## src/rtl/mig_axi_arbiter.sv

```systemverilog
// Two-port round-robin arbiter that turns single-line client read/write requests
// into single-beat AXI4 transactions on the MIG slave port.
module mig_axi_arbiter (
  input  logic         clk_i,
  input  logic         rst_i,
  // client port 0 (instruction refill)
  input  logic         req0_i,
  input  logic         we0_i,
  input  logic [31:0]  addr0_i,
  input  logic [127:0] wdata0_i,
  input  logic [15:0]  wstrb0_i,
  output logic         done0_o,
  output logic [127:0] rdata0_o,
  output logic         err0_o,
  // client port 1 (data refill / writeback)
  input  logic         req1_i,
  input  logic         we1_i,
  input  logic [31:0]  addr1_i,
  input  logic [127:0] wdata1_i,
  input  logic [15:0]  wstrb1_i,
  output logic         done1_o,
  output logic [127:0] rdata1_o,
  output logic         err1_o,
  output logic         busy_o,
  // AXI4 read address channel
  output logic [31:0]  m_axi_araddr_o,
  output logic         m_axi_arvalid_o,
  input  logic         m_axi_arready_i,
  output logic [1:0]   m_axi_arburst_o,
  output logic [2:0]   m_axi_arsize_o,
  output logic [7:0]   m_axi_arlen_o,
  output logic [3:0]   m_axi_arid_o,
  output logic         m_axi_arlock_o,
  output logic [3:0]   m_axi_arcache_o,
  output logic [2:0]   m_axi_arprot_o,
  output logic [3:0]   m_axi_arqos_o,
  output logic [3:0]   m_axi_arregion_o,
  // AXI4 read data channel
  input  logic [127:0] m_axi_rdata_i,
  input  logic [1:0]   m_axi_rresp_i,
  input  logic         m_axi_rvalid_i,
  output logic         m_axi_rready_o,
  // AXI4 write address channel
  output logic [31:0]  m_axi_awaddr_o,
  output logic         m_axi_awvalid_o,
  input  logic         m_axi_awready_i,
  output logic [1:0]   m_axi_awburst_o,
  output logic [2:0]   m_axi_awsize_o,
  output logic [7:0]   m_axi_awlen_o,
  output logic [3:0]   m_axi_awid_o,
  output logic         m_axi_awlock_o,
  output logic [3:0]   m_axi_awcache_o,
  output logic [2:0]   m_axi_awprot_o,
  output logic [3:0]   m_axi_awqos_o,
  output logic [3:0]   m_axi_awregion_o,
  // AXI4 write data channel
  output logic [127:0] m_axi_wdata_o,
  output logic [15:0]  m_axi_wstrb_o,
  output logic         m_axi_wlast_o,
  output logic         m_axi_wvalid_o,
  input  logic         m_axi_wready_i,
  // AXI4 write response channel
  input  logic [1:0]   m_axi_bresp_i,
  input  logic         m_axi_bvalid_i,
  output logic         m_axi_bready_o
);

  typedef enum logic [2:0] {
    IDLE,
    RADDR,
    RDATA,
    WRITE,
    WRESP,
    DONE
  } state_e;

  state_e         state_q, state_d;
  logic           last_q, last_d;
  logic           port_q, port_d;
  logic           we_q, we_d;
  logic [31:0]    addr_q, addr_d;
  logic [127:0]   wdata_q, wdata_d;
  logic [15:0]    wstrb_q, wstrb_d;
  logic           awOk_q, awOk_d;
  logic           wOk_q, wOk_d;
  logic           err_q, err_d;
  logic [127:0]   rdata0_q, rdata0_d;
  logic [127:0]   rdata1_q, rdata1_d;
  logic           grant;
  logic           awDone;
  logic           wDone;

  // Low address bits are always forced to zero on the bus.
  logic unused_addr_low;
  assign unused_addr_low = ^{addr0_i[3:0], addr1_i[3:0]};

  always_ff @(posedge clk_i or posedge rst_i) begin
    if (rst_i) begin
      state_q  <= IDLE;
      last_q   <= 1'b1;
      port_q   <= 1'b0;
      we_q     <= 1'b0;
      addr_q   <= '0;
      wdata_q  <= '0;
      wstrb_q  <= '0;
      awOk_q   <= 1'b0;
      wOk_q    <= 1'b0;
      err_q    <= 1'b0;
      rdata0_q <= '0;
      rdata1_q <= '0;
    end else begin
      state_q  <= state_d;
      last_q   <= last_d;
      port_q   <= port_d;
      we_q     <= we_d;
      addr_q   <= addr_d;
      wdata_q  <= wdata_d;
      wstrb_q  <= wstrb_d;
      awOk_q   <= awOk_d;
      wOk_q    <= wOk_d;
      err_q    <= err_d;
      rdata0_q <= rdata0_d;
      rdata1_q <= rdata1_d;
    end
  end

  always_comb begin
    state_d  = state_q;
    last_d   = last_q;
    port_d   = port_q;
    we_d     = we_q;
    addr_d   = addr_q;
    wdata_d  = wdata_q;
    wstrb_d  = wstrb_q;
    awOk_d   = awOk_q;
    wOk_d    = wOk_q;
    err_d    = err_q;
    rdata0_d = rdata0_q;
    rdata1_d = rdata1_q;
    grant    = 1'b0;
    awDone   = awOk_q | m_axi_awready_i;
    wDone    = wOk_q | m_axi_wready_i;

    case (state_q)
      IDLE: begin
        if (req0_i || req1_i) begin
          // On a tie the port that did not win last time is granted.
          if (req0_i && req1_i) grant = ~last_q;
          else                  grant = req1_i;
          port_d = grant;
          last_d = grant;
          awOk_d = 1'b0;
          wOk_d  = 1'b0;
          err_d  = 1'b0;
          if (grant) begin
            addr_d  = {addr1_i[31:4], 4'h0};
            we_d    = we1_i;
            wdata_d = wdata1_i;
            wstrb_d = wstrb1_i;
            state_d = we1_i ? WRITE : RADDR;
          end else begin
            addr_d  = {addr0_i[31:4], 4'h0};
            we_d    = we0_i;
            wdata_d = wdata0_i;
            wstrb_d = wstrb0_i;
            state_d = we0_i ? WRITE : RADDR;
          end
        end
      end
      RADDR: begin
        if (m_axi_arready_i) state_d = RDATA;
      end
      RDATA: begin
        if (m_axi_rvalid_i) begin
          err_d = |m_axi_rresp_i;
          if (port_q) rdata1_d = m_axi_rdata_i;
          else        rdata0_d = m_axi_rdata_i;
          state_d = DONE;
        end
      end
      WRITE: begin
        // AW and W complete independently; leave only when both are done.
        awOk_d = awDone;
        wOk_d  = wDone;
        if (awDone && wDone) state_d = WRESP;
      end
      WRESP: begin
        if (m_axi_bvalid_i) begin
          err_d   = |m_axi_bresp_i;
          state_d = DONE;
        end
      end
      DONE: begin
        state_d = IDLE;
      end
      default: begin
        state_d = IDLE;
      end
    endcase
  end

  assign busy_o          = (state_q != IDLE);
  assign done0_o         = (state_q == DONE) && !port_q;
  assign done1_o         = (state_q == DONE) && port_q;
  assign err0_o          = done0_o && err_q;
  assign err1_o          = done1_o && err_q;
  assign rdata0_o        = rdata0_q;
  assign rdata1_o        = rdata1_q;

  assign m_axi_araddr_o  = addr_q;
  assign m_axi_arvalid_o = (state_q == RADDR);
  assign m_axi_rready_o  = (state_q == RDATA);
  assign m_axi_awaddr_o  = addr_q;
  assign m_axi_awvalid_o = (state_q == WRITE) && !awOk_q;
  assign m_axi_wdata_o   = wdata_q;
  assign m_axi_wstrb_o   = wstrb_q;
  assign m_axi_wvalid_o  = (state_q == WRITE) && !wOk_q;
  assign m_axi_wlast_o   = 1'b1;
  assign m_axi_bready_o  = (state_q == WRESP);

  // Fixed single-beat 16-byte INCR transactions.
  assign m_axi_arburst_o  = 2'b01;
  assign m_axi_arsize_o   = 3'b100;
  assign m_axi_arlen_o    = 8'd0;
  assign m_axi_arid_o     = 4'd0;
  assign m_axi_arlock_o   = 1'b0;
  assign m_axi_arcache_o  = 4'b0011;
  assign m_axi_arprot_o   = 3'd0;
  assign m_axi_arqos_o    = 4'd0;
  assign m_axi_arregion_o = 4'd0;
  assign m_axi_awburst_o  = 2'b01;
  assign m_axi_awsize_o   = 3'b100;
  assign m_axi_awlen_o    = 8'd0;
  assign m_axi_awid_o     = 4'd0;
  assign m_axi_awlock_o   = 1'b0;
  assign m_axi_awcache_o  = 4'b0011;
  assign m_axi_awprot_o   = 3'd0;
  assign m_axi_awqos_o    = 4'd0;
  assign m_axi_awregion_o = 4'd0;

endmodule

```

## config.mk

```make
export PLATFORM = sky130hd
export DESIGN_NAME = mig_axi_arbiter
export DESIGN_NICKNAME = d
export VERILOG_FILES = /design/src/rtl/mig_axi_arbiter.sv
export SDC_FILE = /design/constraint.sdc
export NUM_CORES = 1
export LEC_CHECK = 0
export ABC_AREA = 1
export BUFFER_PORTS_ARGS = -buffer_cell sky130_fd_sc_hd__buf_2
export CAP_MARGIN = 20
export CORE_AREA = 2 2 400 402
export CTS_CLUSTER_DIAMETER = 100
export DETAILED_ROUTE_END_ITERATION = 16
export DIE_AREA = 0 0 402 404
export PLACE_DENSITY = 0.3
export SLEW_MARGIN = 20
export SYNTH_ARGS = -nofsm -noshare
export SYNTH_HDL_FRONTEND = slang
export SYNTH_SLANG_ARGS = --single-unit
```

## constraint.sdc

```tcl
create_clock -name clk_i -period 15.8 [get_ports clk_i]
set_input_delay 0 -clock clk_i [delete_from_list [all_inputs] [get_ports clk_i]]
set_output_delay 0 -clock clk_i [all_outputs]
set_load 0.02 [all_outputs]
```

# After elaboration in Yosys (flattened, before gate mapping)

Index checks and enable logic that the tools add are counted.
W data, S select, Z words.

Equal/unequal tests: 10
Multiplexer cells: 21
Bitwise logic cells: 4
Reductions and logical operators: 24

Operators with widths:

| kind                 | number |
|---|---|
| $mux W128            | 1 |
| $mux W32             | 1 |
| $mux W16             | 1 |
| $mux W3              | 5 |
| $pmux W3 S5          | 1 |
| $logic_and A1 B1 Y1  | 8 |
| $ne A2 B2 Y1 const B | 4 |
| $eq A3 B2 Y1 const B | 2 |
| $eq A3 B3 Y1 const B | 2 |
| $mux W1              | 6 |
| $mux W2              | 3 |
| $reduce_and A3 Y1    | 2 |
| $reduce_bool A3 Y1   | 2 |
| $reduce_and A5 Y1    | 1 |
| $pmux W1 S2          | 2 |
| $reduce_and A2 Y1    | 2 |
| $reduce_and A4 Y1    | 1 |
| $reduce_or A2 Y1     | 2 |
| $eq A3 B1 Y1 const B | 1 |
| $logic_not A1 Y1     | 3 |
| $logic_not A3 Y1     | 1 |
| $pmux W1 S3          | 1 |
| $ne A2 B1 Y1 const B | 1 |
| $not A1 Y1           | 2 |
| other kinds (3)      | 4 |

Register bits after elaboration: 440
Bits of input ports: 495
Word-level logic and storage cells: 70

# Logic depth before layout (Yosys ltp)

Depth in word-level cells: 7
Mapped depth: 8

# Worst setup path before layout

No wires, ideal clock.

Kind: register to register
From: register state_q[2]
To: register rdata1_q[21], in the netlist rdata1_o[21]
Library setup time: 0.118 ns
Arrival time: 1.382 ns
Required time: 15.682 ns
Path slack: 14.300 ns
Cell stages (with the launch flop): 9
Clock period less this slack: 1.500 ns
Cells stage by stage: dfrtp_1 -> inv_2 -> nand2_2 -> nor2_4 -> nand3_2 -> buf_2 -> buf_4 -> nand2_1 -> o21ai_2

Longest elaborated chain between the ends: 2

Ends and longest elaborated chain:

| element                     | line | text |
|---|---|---|
| from (decl)                 | 77   | `state_e state_q, state_d;` |
| from (signal assigned)      | 112  | `state_q <= state_d;` |
| $eq A3 B2 Y1                | --   |  |
| via m_axi_rready_o          | 42   | `output logic m_axi_rready_o,` |
| $reduce_and A3 Y1 (no line) | --   |  |
| to (signal assigned)        | 123  | `rdata1_q <= rdata1_d;` |
| to (decl)                   | 88   | `logic [127:0] rdata1_q, rdata1_d;` |

The timed path passes the listed nets, and every way through them passes these cells.
A chain may end at the register's enable or synchronous reset.

# Worst setup path in the final report

From: register last_q
To: register state_q[1]

Longest elaborated chain between the ends: 7

Ends and longest elaborated chain:

| element                | line | text |
|---|---|---|
| from (decl)            | 78   | `logic last_q, last_d;` |
| from (signal assigned) | 113  | `last_q <= last_d;` |
| $not A1 Y1             | 148  | `if (req0_i && req1_i) grant = ~last_q;` |
| $mux W1                | 148  |  |
| $mux W1                | 146  | `if (req0_i \|\| req1_i) begin` |
| $mux W1                | 144  | `case (state_q)` |
| $mux W2                | 155  | `if (grant) begin` |
| $mux W3                | 146  |  |
| $pmux W3 S5            | 144  |  |

No other way between the ends. The select of a mux whose other input is x is not followed.

==> results.toml <==
[critical_path]
worstSetupStartpointType = "register"
worst_r2r_startpoint = "last_q"
critPathMaxFanout = 74
worst-endpoint-required_ns = 16.33
timing.reg2reg.setup_slack_ns = 12.05
worstPathArrival_ns = 4.27
worst-r2r-cell-count = 11
timing.setup.critical_path_class = "reg -> reg"
timing.rr.end = "state_q[1]"
worstSetupEndpoint = "state_q[1]"
crit_path_start = "last_q"
critPathCaptureType = "register"

[final_layout]
areaGrowthSynthToFinish_pct = 68.58
final_net_count = 3939
filler_cell_count = 17911
layout-drive-gt1-share = 0.3406

[power]
power.static_leakage_uw = 0.01591
post_route_total_power_uw = 6571
ir_drop_uv = 85.70
pwr-share-seq = 0.297
combPwrFrac = 0.484
power.share.clock = 0.219
power_density_nw_per_um2 = 202.2
power.internal_uw = 3735
p_sw_frac = 0.4316
power.net_switching_uw = 2836

[timing]
finalHoldViolCount = 0
relSlewSlack = 0.1322
rsz0062_at_grt = "false"
period_share = 0.2371
finalSetupViolCount = 0
maxClockFrequency_mhz = 266.9
fin_crit_ns = 3.746
final.setup_skew_ns = 0.03189
worst-slew-pin-transition_ns = 1.302
setup_tns_ns = 0
drv_slew = 0

[global_routing]
globalRouteTotalUtil = 0.1240
grt_remaining_overflow = 0
grt_antenna_before_repair = 45
top_usage_layer_grt = "met2"
grt.met1_usage = 0.1495
gr-usage-met3 = 0.04889
grt_start_max_net_pins = 174
met2_usage = 0.2017
first_global_vias = 20681
grt_pass1_wl_mm = 148.6

[yosys]
ys_ff_latch = 436
syn_inst = 2099
post_synth_num_cell_types = 25
synth_enable_flop_cells = 0
ys_warns = 0
dominantRegCellSynth = "sky130_fd_sc_hd__dfrtp_1"
synthArstFlopShare = 1.000
ys_seq_area_frac = 0.5660
synth_area_per_cell_um2 = 9.185
syn_area_um2 = 19280

[clock_tree]
cts_root_buffer = "sky130_fd_sc_hd__clkbuf_16"
cts_tree = "done"
cts_repair_resize_count = 0
cts_max_path_buffers = 3
htree_num_levels = 2
clk_transition_reported_paths_ns = 0.06
cts_num_sinks = 436
cts_buffers = 61
holdBufCountCts = 489
post_cts.repair.setup_buffers = 0
clk_latency_ns = 0.67

[run_status]
run_status = "completed"

[routing]
detail-route-antenna-nets = 0
num_vias = 19893
routed_wire_length_mm = 104.2
drt_pre_antenna_iters = 5
drt-wirelength-per-cell_um = 18.69
detail_route.drc_violations = 0
drtIter0Drc = 1018
route.detailed.vias_per_inst = 3.566

[place]
detailed_place_hpwl_mm = 75.65
io_buffers = 952
routabilityCongestion = 0.7543

[min_path]
min-delay-start = "req0_i"
hold_path_depth = 6
holdCritPathClass = "in -> reg"

[floorplanning]
floorplan.io_pins = 1036
design.core.area_um2 = 157800
area_of_the_die_um2 = 162400
floorplan.rows = 146
initial_utilization = 0.1222
die-height_um = 404
dieWidth_um = 402

[run]
cap_viol_max_count = 0
==> worst min-delay path by stage <==
stage | end | slack (ns)
after floorplan | rdata1_o[0] | 0.14
after global placement | rdata0_o[38] | 0.18
after detailed placement | rdata0_o[127] | 0.18
after CTS | rdata1_o[15] | 0.04
after global routing | rdata1_o[18] | 0.1
final | last_q | 0.09
==> power by group through the flow <==
stage / Clock [µW] / Combinational (µW) / Sequential, µW
floorplan: 0 / 995 / 2580
global placement: 0 / 2740 / 1970
detailed placement: 0 / 2740 / 1970
CTS: 1510 / 3240 / 1960
global route: 1550 / 3480 / 2020
finish: 1440 / 3180 / 1950
==> per-layer routing <==
| layer | vias to the layer above | share of wire | wire length, µm |
|---|---|---|---|
| met4 | 30 | 0.028 | 2910 |
| li1 | 9467 | - | - |
| met1 | 9465 | 0.41 | 42940 |
| met3 | 161 | 0.094 | 9842 |
| met5 | - | 0.0016 | 163 |
| met2 | 770 | 0.46 | 48390 |
==> placed cells by master, fill, tap and decap left out, types with 4 or more instances in the layout <==
| cell | n |
|---|---|
| sky130_fd_sc_hd__inv_1 | 142 |
| sky130_fd_sc_hd__nor2_4 | 4 |
| sky130_fd_sc_hd__dlygate4sd3_1 | 489 |
| sky130_fd_sc_hd__o21ai_1 | 405 |
| sky130_fd_sc_hd__dfrtp_1 | 435 |
| sky130_fd_sc_hd__nand3_1 | 4 |
| sky130_fd_sc_hd__inv_6 | 4 |
| sky130_fd_sc_hd__clkinv_2 | 11 |
| sky130_fd_sc_hd__nor2_1 | 182 |
| sky130_fd_sc_hd__o21ai_0 | 275 |
| sky130_fd_sc_hd__clkbuf_16 | 62 |
| sky130_fd_sc_hd__clkbuf_8 | 19 |
| sky130_fd_sc_hd__clkbuf_1 | 11 |
| sky130_fd_sc_hd__conb_1 | 75 |
| sky130_fd_sc_hd__diode_2 | 12 |
| sky130_fd_sc_hd__buf_2 | 952 |
| sky130_fd_sc_hd__o21ai_2 | 100 |
| sky130_fd_sc_hd__buf_4 | 20 |
| sky130_fd_sc_hd__nand2_1 | 279 |
==> registers in the layout (all words and copies together) (netlist names), 3 cells and up <==
signal	cells
state_q	3
rdata0_o	128
m_axi_araddr_o	28
m_axi_wstrb_o	16
rdata1_o	128
m_axi_wdata_o	128
==> kinds of logic after synthesis <==
group,share of synthesized area
AO/OA/AOI/OAI,0.2226
flip-flops,0.5660
buffers and inverters,0.1143
AND/OR/NAND/NOR,0.09676
other,0.0003895
==> synth_stat cells, types with 2 or more instances <==
| cell type | number | area [µm²] |
|---|---|---|
| sky130_fd_sc_hd__o21ai_0 | 275 | 1376 |
| sky130_fd_sc_hd__clkbuf_1 | 68 | 255.2 |
| sky130_fd_sc_hd__o21ai_2 | 100 | 875.8 |
| sky130_fd_sc_hd__buf_2 | 33 | 165.2 |
| sky130_fd_sc_hd__buf_4 | 124 | 930.9 |
| sky130_fd_sc_hd__nor2_1 | 182 | 683.2 |
| sky130_fd_sc_hd__dfrtp_1 | 435 | 10890 |
| sky130_fd_sc_hd__nand3_2 | 2 | 20.02 |
| sky130_fd_sc_hd__nor3_1 | 2 | 10.01 |
| sky130_fd_sc_hd__nand3_1 | 4 | 20.02 |
| sky130_fd_sc_hd__nor2_4 | 3 | 33.78 |
| sky130_fd_sc_hd__inv_1 | 144 | 540.5 |
| sky130_fd_sc_hd__conb_1 | 2 | 7.510 |
| sky130_fd_sc_hd__nand3b_1 | 3 | 22.52 |
| sky130_fd_sc_hd__nand2_1 | 280 | 1051 |
| sky130_fd_sc_hd__o21ai_1 | 405 | 2027 |
| sky130_fd_sc_hd__clkbuf_2 | 3 | 15.01 |
| sky130_fd_sc_hd__buf_6 | 26 | 292.8 |
| sky130_fd_sc_hd__nand2_2 | 2 | 12.51 |
==> critical path: stages, from the launching register on <==
cell and delay (ns):
sky130_fd_sc_hd__dfstp_2 0.52, sky130_fd_sc_hd__nand2_1 0.09, sky130_fd_sc_hd__nand2_4 0.10, sky130_fd_sc_hd__buf_4 0.77
sky130_fd_sc_hd__nand2_1 0.19, sky130_fd_sc_hd__nand3b_1 0.15, sky130_fd_sc_hd__dlygate4sd3_1 0.57, sky130_fd_sc_hd__nand2_1 0.05
sky130_fd_sc_hd__nand2_1 0.06, sky130_fd_sc_hd__dlygate4sd3_1 0.54, sky130_fd_sc_hd__nand2_1 0.05, sky130_fd_sc_hd__dlygate4sd3_1 0.54
==> area by class of cell <==
cell class	count	area, µm²	share of cell area
Sequential cell	436	10910	0.3357
Clock buffer	92	1854	0.05705
Tap cell	2072	2592	0.07977
Timing Repair Buffer	1463	9849	0.3030
Antenna cell	12	30.03	0.0009239
Clock inverter	21	226.5	0.006968
Multi-Input combinational cell	1337	6480	0.1994
Inverter	145	556.8	0.01713
==> through the flow <==
stage | setup WS (ns) | instances | area (µm²) | util | hold WS (ns)
floorplan | 3.657 | 2172 | 19550 | - | 0.1449
global placement | 12.38 | 4964 | 25500 | 0.1615 | 0.1822
detailed placement | 12.39 | 4964 | 25500 | 0.1615 | 0.1809
CTS | 11.87 | 5566 | 32470 | 0.2057 | 0.04125
global route | 11.80 | 5573 | 32490 | 0.2058 | 0.09679
finish | 12.05 | 5578 | 32500 | 0.2059 | 0.09479
Note: power is estimated with default switching activity, not from simulation.
